[config.mk]
export PLATFORM = sky130hd
export DESIGN_NAME = quad_decoder
export DESIGN_NICKNAME = d
export VERILOG_FILES = /design/src/rtl/quad_decoder.sv
export SDC_FILE = /design/constraint.sdc
export NUM_CORES = 1
export LEC_CHECK = 0
export BUFFER_PORTS_ARGS = -buffer_cell sky130_fd_sc_hd__clkbuf_2
export CORE_MARGIN = 2
export CORE_UTILIZATION = 51
export DETAILED_ROUTE_END_ITERATION = 8
export PLACE_DENSITY_LB_ADDON = 0.1
export SLEW_MARGIN = 20
export SYNTH_ARGS = -nofsm -noshare
export SYNTH_HDL_FRONTEND = slang
export SYNTH_SLANG_ARGS = --single-unit
[constraint.sdc]
create_clock -name clk -period 3.28 [get_ports clk]
set_clock_uncertainty 0.05 [all_clocks]
set_input_delay 0 -clock clk [delete_from_list [all_inputs] [get_ports clk]]
set_output_delay 0 -clock clk [all_outputs]
set_load 0.005 [all_outputs]
[src/rtl/quad_decoder.sv]
// Quadrature encoder front end: A/B synchroniser, stability filter, Gray-code
// decoder and a 4-bit wrapping position counter with step/dir/carry outputs.
module quad_decoder #(
   parameter int unsigned FILT_LEN = 2
) (
   input  logic       clk,
   input  logic       mr_n,
   input  logic       a,
   input  logic       b,
   input  logic       en,
   input  logic       load_n,
   input  logic [3:0] d,
   input  logic       clr_err,
   output logic [3:0] q,
   output logic       step,
   output logic       dir,
   output logic       co,
   output logic       err
);

   localparam logic [4:0] FiltLen = 5'(FILT_LEN);

   logic [1:0] s1_q, s2_q;
   logic       v1_q, v2_q;
   logic [1:0] cand_q, cand_d;
   logic [3:0] cnt_q, cnt_d;
   logic [1:0] ph_q, ph_d;
   logic       acq_q, acq_d;
   logic [3:0] pos_q, pos_d;
   logic       step_q, step_d;
   logic       dir_q, dir_d;
   logic       co_q, co_d;
   logic       err_q, err_d;

   logic [4:0] run;
   logic [1:0] delta;
   logic       at_ph, accept, legal, illegal, up, count;

   // Position of a {a,b} state along the up sequence 00,01,11,10.
   function automatic logic [1:0] gidx(input logic [1:0] v);
      return {v[1], v[1] ^ v[0]};
   endfunction

   always_comb begin
      at_ph   = acq_q && (s2_q == ph_q);
      run     = (cnt_q != 4'd0 && s2_q == cand_q) ? {1'b0, cnt_q} + 5'd1 : 5'd1;
      // v2_q stays low until s2 holds a genuinely sampled value after reset.
      accept  = v2_q && !at_ph && (run >= FiltLen);
      delta   = gidx(s2_q) - gidx(ph_q);
      illegal = accept && acq_q && (delta == 2'd2);
      legal   = accept && acq_q && (delta != 2'd2);
      up      = (delta == 2'd1);
      count   = legal && en;

      cand_d = cand_q;
      cnt_d  = cnt_q;
      if (v2_q) begin
         if (at_ph || accept) begin
            cnt_d = 4'd0;
         end else begin
            cand_d = s2_q;
            cnt_d  = run[3:0];
         end
      end
      ph_d  = accept ? s2_q : ph_q;
      acq_d = acq_q | accept;

      step_d = count;
      dir_d  = count ? ~up : dir_q;
      co_d   = 1'b0;
      pos_d  = pos_q;
      if (!load_n) begin
         pos_d = d;
      end else if (count) begin
         if (up) begin
            pos_d = pos_q + 4'd1;
            co_d  = (pos_q == 4'd15);
         end else begin
            pos_d = pos_q - 4'd1;
            co_d  = (pos_q == 4'd0);
         end
      end

      err_d = illegal | (err_q & ~clr_err);
   end

   always_ff @(posedge clk or negedge mr_n) begin
      if (!mr_n) begin
         s1_q   <= 2'b00;
         s2_q   <= 2'b00;
         v1_q   <= 1'b0;
         v2_q   <= 1'b0;
         cand_q <= 2'b00;
         cnt_q  <= 4'd0;
         ph_q   <= 2'b00;
         acq_q  <= 1'b0;
         pos_q  <= 4'd0;
         step_q <= 1'b0;
         dir_q  <= 1'b0;
         co_q   <= 1'b0;
         err_q  <= 1'b0;
      end else begin
         s1_q   <= {a, b};
         s2_q   <= s1_q;
         v1_q   <= 1'b1;
         v2_q   <= v1_q;
         cand_q <= cand_d;
         cnt_q  <= cnt_d;
         ph_q   <= ph_d;
         acq_q  <= acq_d;
         pos_q  <= pos_d;
         step_q <= step_d;
         dir_q  <= dir_d;
         co_q   <= co_d;
         err_q  <= err_d;
      end
   end

   assign q    = pos_q;
   assign step = step_q;
   assign dir  = dir_q;
   assign co   = co_q;
   assign err  = err_q;

endmodule

==> results.toml, run 1 <==
[clock_tree]
cts_max_level = 1
clk_pin_slew_ns = 0.13
cts_resized = 0
post-cts-setup-buffers = 0
clock_sinks = 23
cts_tree = "done"
cts_buffer_depth = 2
cts-hold-fix-buffers = 14
ctsRootBufferMaster = "clkbuf_4"
worstSkewPairLatency_ns = 0.31
numCtsBuffers = 3

[route]
wl_um = 1946
met1Wirelength_um = 866
drc = 0
wl_met3_um = 78
num_vias = 845
drt_iter0_drc = 14
via_per_inst = 5.248
highest_layer = "met4"
ant_nets = 0
wl_met2_um = 969
dr.pass1.iters = 4
wl_per_cell_um = 12.09

[logic_synthesis]
yosys_most_used_dff = "dfrtp_1"
ys_types = 36
synthTopCellsByCount = "dfrtp_1, nor2_1, xor2_1"
yosys-top-cells-area = "dfrtp_1, ha_1, xor2_1"
ys_warn_count = 0
synth_area_um2 = 1135
synth_seq_area_share = 0.5072
ys_ff_latch = 23
yosysMostFrequentCell = "dfrtp_1"
async_flop_share = 1.000
synthCells = 99
synth_top_area_frac = 0.5072
synth_edf_count = 0
synth.avg_cell_area_um2 = 11.46
yosysTopAreaCell = "dfrtp_1"
synth.net_count = 116

[global_route]
grt_overflow = 0
grt_max_degree = 24
antenna_found_initial = 0
grt_pass1_vias = 821
grt_usage = 0.1758
grt_pass1_wl_um = 3436

[placed_design]
dp_hpwl_um = 1415
placed_cells = 143
port_buffers = 18
place_area_um2 = 1241
gp_congestion = 0.7788

[sta]
finalSetupViolCount = 0
min_period_ns = 2.847
tns_ns = 0
post-route-period-util = 0.8680
tightest_slew_ns = 0.7928
relSlewSlack = 0.4578
rsz0062_at_grt = "false"
slew_viol_final = 0
hold_viol_final = 0
max_freq_mhz = 351.3

[critical_path]
arrival_ns = 3.06
worstPathRequired_ns = 3.49
crit_type = "flip-flop to flip-flop"
rrSetupSlack_ns = 0.43
r2r_start = "s2_q[0]"
cp-startpoint = "s2_q[0]"
worst-path-max-fanout = 5
cp-end-kind = "flip-flop"
cp-start-kind = "flip-flop"

[die]
die_area_um2 = 2618
initial_core_util = 0.5282
core_area_um2 = 2148
rows = 17
fp.dieW_um = 51.17
die_y_um = 51.17
io-pin-count = 19

[finish]
final_area_um2 = 1411
multi_input_area_um2 = 521.8
drive_gt1_frac = 0.2331
diodes = 0
instances_no_fill = 161
n_fill_cell = 163
nNetsFinal = 151
register_area_um2 = 575.6
syn2layout_area_growth_pct = 24.37

[hold_path]
worstHoldPathType = "input port to flip-flop"
hold_start = "en"

[pwr]
combPwrFrac = 0.432
peakVddDrop_mv = 0.6817
p_int_uw = 568.5
sw_frac_of_total = 0.3674
leakagePower_nw = 0.6440
power.density_nw_per_um2 = 636.8
clock_power_share = 0.147
p_sw_uw = 330.2
pwr-share-seq = 0.421

[outcome]
status = "finished, final reports clean"

[flow_run]
max_cap_violations = 0
## critical path: stages (launching register included)
cell and delay [ns]:
dfrtp_1 0.47, xnor2_1 0.19, ha_1 0.17, xor3_1 0.23
nor2_1 0.20, inv_1 0.14, fa_1 0.50, nand3_1 0.06
a31oi_1 0.20, dlygate4sd3_1 0.57
## cell usage in the layout (no fill, tap or decap), types with 2 or more instances in the layout
cell type,count
clkbuf_2,18
xnor2_1,3
dfrtp_1,23
clkbuf_4,3
ha_1,5
inv_1,5
o22ai_1,2
o31ai_1,2
mux2_2,4
xor2_1,6
a21oi_1,4
nor2_1,9
a31oi_1,4
dlygate4sd3_1,14
nor2b_1,3
o21ai_0,3
nand2_1,4
## power by group through the flow
stage          sequential (mW)  combinational [mW]  clock [mW]
6_report                 0.378               0.388       0.132
5_1_grt                  0.386               0.453       0.150
4_1_cts                  0.378               0.394       0.137
3_5_place_dp             0.383               0.377           0
3_3_place_gp             0.382               0.374           0
2_1_floorplan            0.375               0.302           0
## cell families (layout without fill, tap and decap cells)
kind of cell	count (synthesis)	after routing	synth area share
AO/OA/AOI/OAI	24	24	0.1488
XOR/XNOR	10	10	0.09041
adder cells (fa/ha/maj)	6	6	0.07277
buffers and inverters	7	41	0.03308
flip-flops	23	23	0.5072
multiplexers	4	4	0.03969
other	1	1	0.003304
AND/OR/NAND/NOR	24	24	0.1048
## cell type report
cell class | instances | share of cell area
inverters | 5 | 0.01330
flip-flops and latches | 23 | 0.4078
clock buffers | 3 | 0.01596
multi-input cells | 69 | 0.3697
repair buffers | 32 | 0.1631
well taps | 28 | 0.02482
clock inverters | 1 | 0.005319
## layer usage
metal  global-route usage  vias up
met3              0.04678        4
met2               0.3095       23
li1                     -      417
met5                    0        -
met4              0.04054        0
met1               0.2144      401
## registers in the layout (all words and copies together), names as in the netlist, 2 cells and up
signal / cells
ph_q: 2
s2_q: 2
cand_q: 2
cnt_q: 4
q: 4
s1_q: 2
## final timing paths
path                            to  cells past startpoint
max in group asynchronous     v1_q                      2
min reg2reg                s2_q[0]                      0
min                           step                      3
min in group asynchronous  ph_q[1]                      2
max                           q[1]                      9
max reg2reg                   q[1]                      9
## through the flow
stage	hold WS, ns	util	setup WS [ns]	total power [mW]
floorplan	-0.3456	-	0.6325	0.6762
global placement	-0.03542	0.5778	0.5145	0.7566
detailed placement	-0.03473	0.5778	0.4768	0.7608
CTS	0.004470	0.6570	0.4012	0.9104
global route	0.04392	0.6570	0.2120	0.9884
finish	0.01666	0.6570	0.4330	0.8987
Power figures use the tool's default switching activity.
==> run 2, diff against run 1 <==
--- a/config.mk
+++ b/config.mk
@@ -6,10 +6,11 @@
 export NUM_CORES = 1
 export LEC_CHECK = 0
 export BUFFER_PORTS_ARGS = -buffer_cell sky130_fd_sc_hd__clkbuf_2
-export CORE_MARGIN = 2
-export CORE_UTILIZATION = 51
+export CORE_MARGIN = 4
+export CORE_UTILIZATION = 45
 export DETAILED_ROUTE_END_ITERATION = 8
 export PLACE_DENSITY_LB_ADDON = 0.1
+export RECOVER_POWER = 25
 export SLEW_MARGIN = 20
 export SYNTH_ARGS = -nofsm -noshare
 export SYNTH_HDL_FRONTEND = slang
==> results.toml, run 2 (same netlist as run 1, synthesis figures left out) <==
[outcome]
status = "finished, final reports clean"

[clock_tree]
cts_buffer_depth = 2
clock_sinks = 23
numCtsBuffers = 3
ctsRootBufferMaster = "clkbuf_4"
worstSkewPairLatency_ns = 0.30
cts_max_level = 1
clk_pin_slew_ns = 0.12
cts_tree = "done"

[global_route]
grt_pass1_wl_um = 3815
grt_max_degree = 24
grt_overflow = 0
grt_pass1_vias = 851
antenna_found_initial = 0
grt_usage = 0.1447

[critical_path]
cp-start-kind = "flip-flop"
cp-end-kind = "flip-flop"
slowest_delay_ns = 0.47
critPathBufInv = 1
arrival_ns = 3.01
critical_path.top_delay_family = "simple AND/OR/NAND/NOR gates"
crit_type = "flip-flop to flip-flop"
worstPathRequired_ns = 3.46
worst-path-max-fanout = 6
path_cells = "xnor2_1, ha_1, xor3_1, nor2_1, inv_1, ha_1, a21o_1, a21oi_1, xnor2_1, or4_1, a31oi_1"
rrSetupSlack_ns = 0.45
crit_slowest_cell = "dfrtp_1"

[route]
wl_um = 2128
num_vias = 841
drc = 0
drt_iter0_drc = 28
dr.pass1.iters = 4
ant_nets = 0
wl_per_cell_um = 13.22
via_per_inst = 5.224

[placed_design]
dp_hpwl_um = 1574
port_buffers = 18
gp_congestion = 0.7939
place_area_um2 = 1249

[finish]
nNetsFinal = 151
n_fill_cell = 199
syn2layout_area_growth_pct = 23.70
final_area_um2 = 1404
multi_input_area_um2 = 521.8
register_area_um2 = 575.6
diodes = 0
layout_commonest_cell = "dfrtp_1"
layout_common_cells = "dfrtp_1, clkbuf_2, dlygate4sd3_1"
drive_gt1_frac = 0.2256

[sta]
tns_ns = 0
tightest_slew_ns = 1.172
hold_viol_final = 0
finalSetupViolCount = 0
max_freq_mhz = 354.0
rsz0062_at_grt = "false"
min_period_ns = 2.825
relSlewSlack = 0.2185
post-route-period-util = 0.8613
slew_viol_final = 0

[pwr]
peakVddDrop_mv = 0.6004
power.density_nw_per_um2 = 639.2
leakagePower_nw = 0.6419

[die]
die_y_um = 58.22
io-pin-count = 19
core_area_um2 = 2297
die_area_um2 = 3390
fp.dieW_um = 58.22
initial_core_util = 0.4940
rows = 17

[hold_path]
worstHoldPathType = "input port to flip-flop"

[flow_run]
max_cap_violations = 0
==> run 2: cell count changes in the layout (fill, tap and decap cells not counted) <==
cell | before | now
buf_4 | 0 | 1
clkbuf_2 | 18 | 17
dlygate4sd3_1 | 14 | 13
clkinvlp_4 | 1 | 0
clkbuf_1 | 0 | 2
==> run 2: stage by stage <==
step                power (mW)  cells  utilization  setup slack [ns]  hold slack, ns
floorplan               0.6762     99            -            0.6325         -0.3456
global placement        0.7601    144       0.5436            0.5620        -0.03688
detailed placement      0.7687    144       0.5436            0.4475        -0.03648
CTS                     0.9093    161       0.6117            0.4284         0.05474
global route            0.9895    161       0.6111            0.1794          0.1081
finish                  0.8973    161       0.6111            0.4548         0.07512
==> run 2: power by group <==
part           internal, mW  switching [mW]
combinational         0.191           0.206
clock                0.0474          0.0760
sequential            0.332          0.0453
total                 0.570           0.327
==> run 2: cell type report <==
class                           count  share of cell area
Sequential cell                    23              0.4100
Inverter                            5             0.01337
Multi-Input combinational cell     69              0.3717
Timing Repair Buffer               32              0.1613
Clock buffer                        4             0.01872
Tap cell                           28             0.02496
==> run 2: worst paths after layout <==
| kind | endpoint | cells past startpoint | from |
|---|---|---|---|
| max in group asynchronous | q[2] | 2 | mr_n |
| worst min register to register | s2_q[0] | 0 | s1_q[0] |
| worst min-delay path | step | 3 | en |
| min in group asynchronous | v2_q | 2 | mr_n |
| worst max register to register | q[3] | 11 | s2_q[1] |
| worst max-delay path | q[3] | 11 | s2_q[1] |
==> run 2: repair_timing <==
action / CTS / global route
resized for setup: 0 / 0
endpoints found under the setup margin: 0 / 0
hold buffers: 13 / 0
hold endpoints to repair: 31 / 0
setup buffers: 0 / 0
==> run 2: routing by layer <==
layer / GRT usage / routed length (um)
met1: 0.2062 / 1011
met2: 0.2177 / 996
met3: 0.04232 / 109
met4: 0.03311 / 10
met5: 0 / 0
==> run 2: worst min-delay path: stages <==
cell	delay [ns]
clkbuf_2	0.09
nand2_1	0.16
nor2_1	0.13
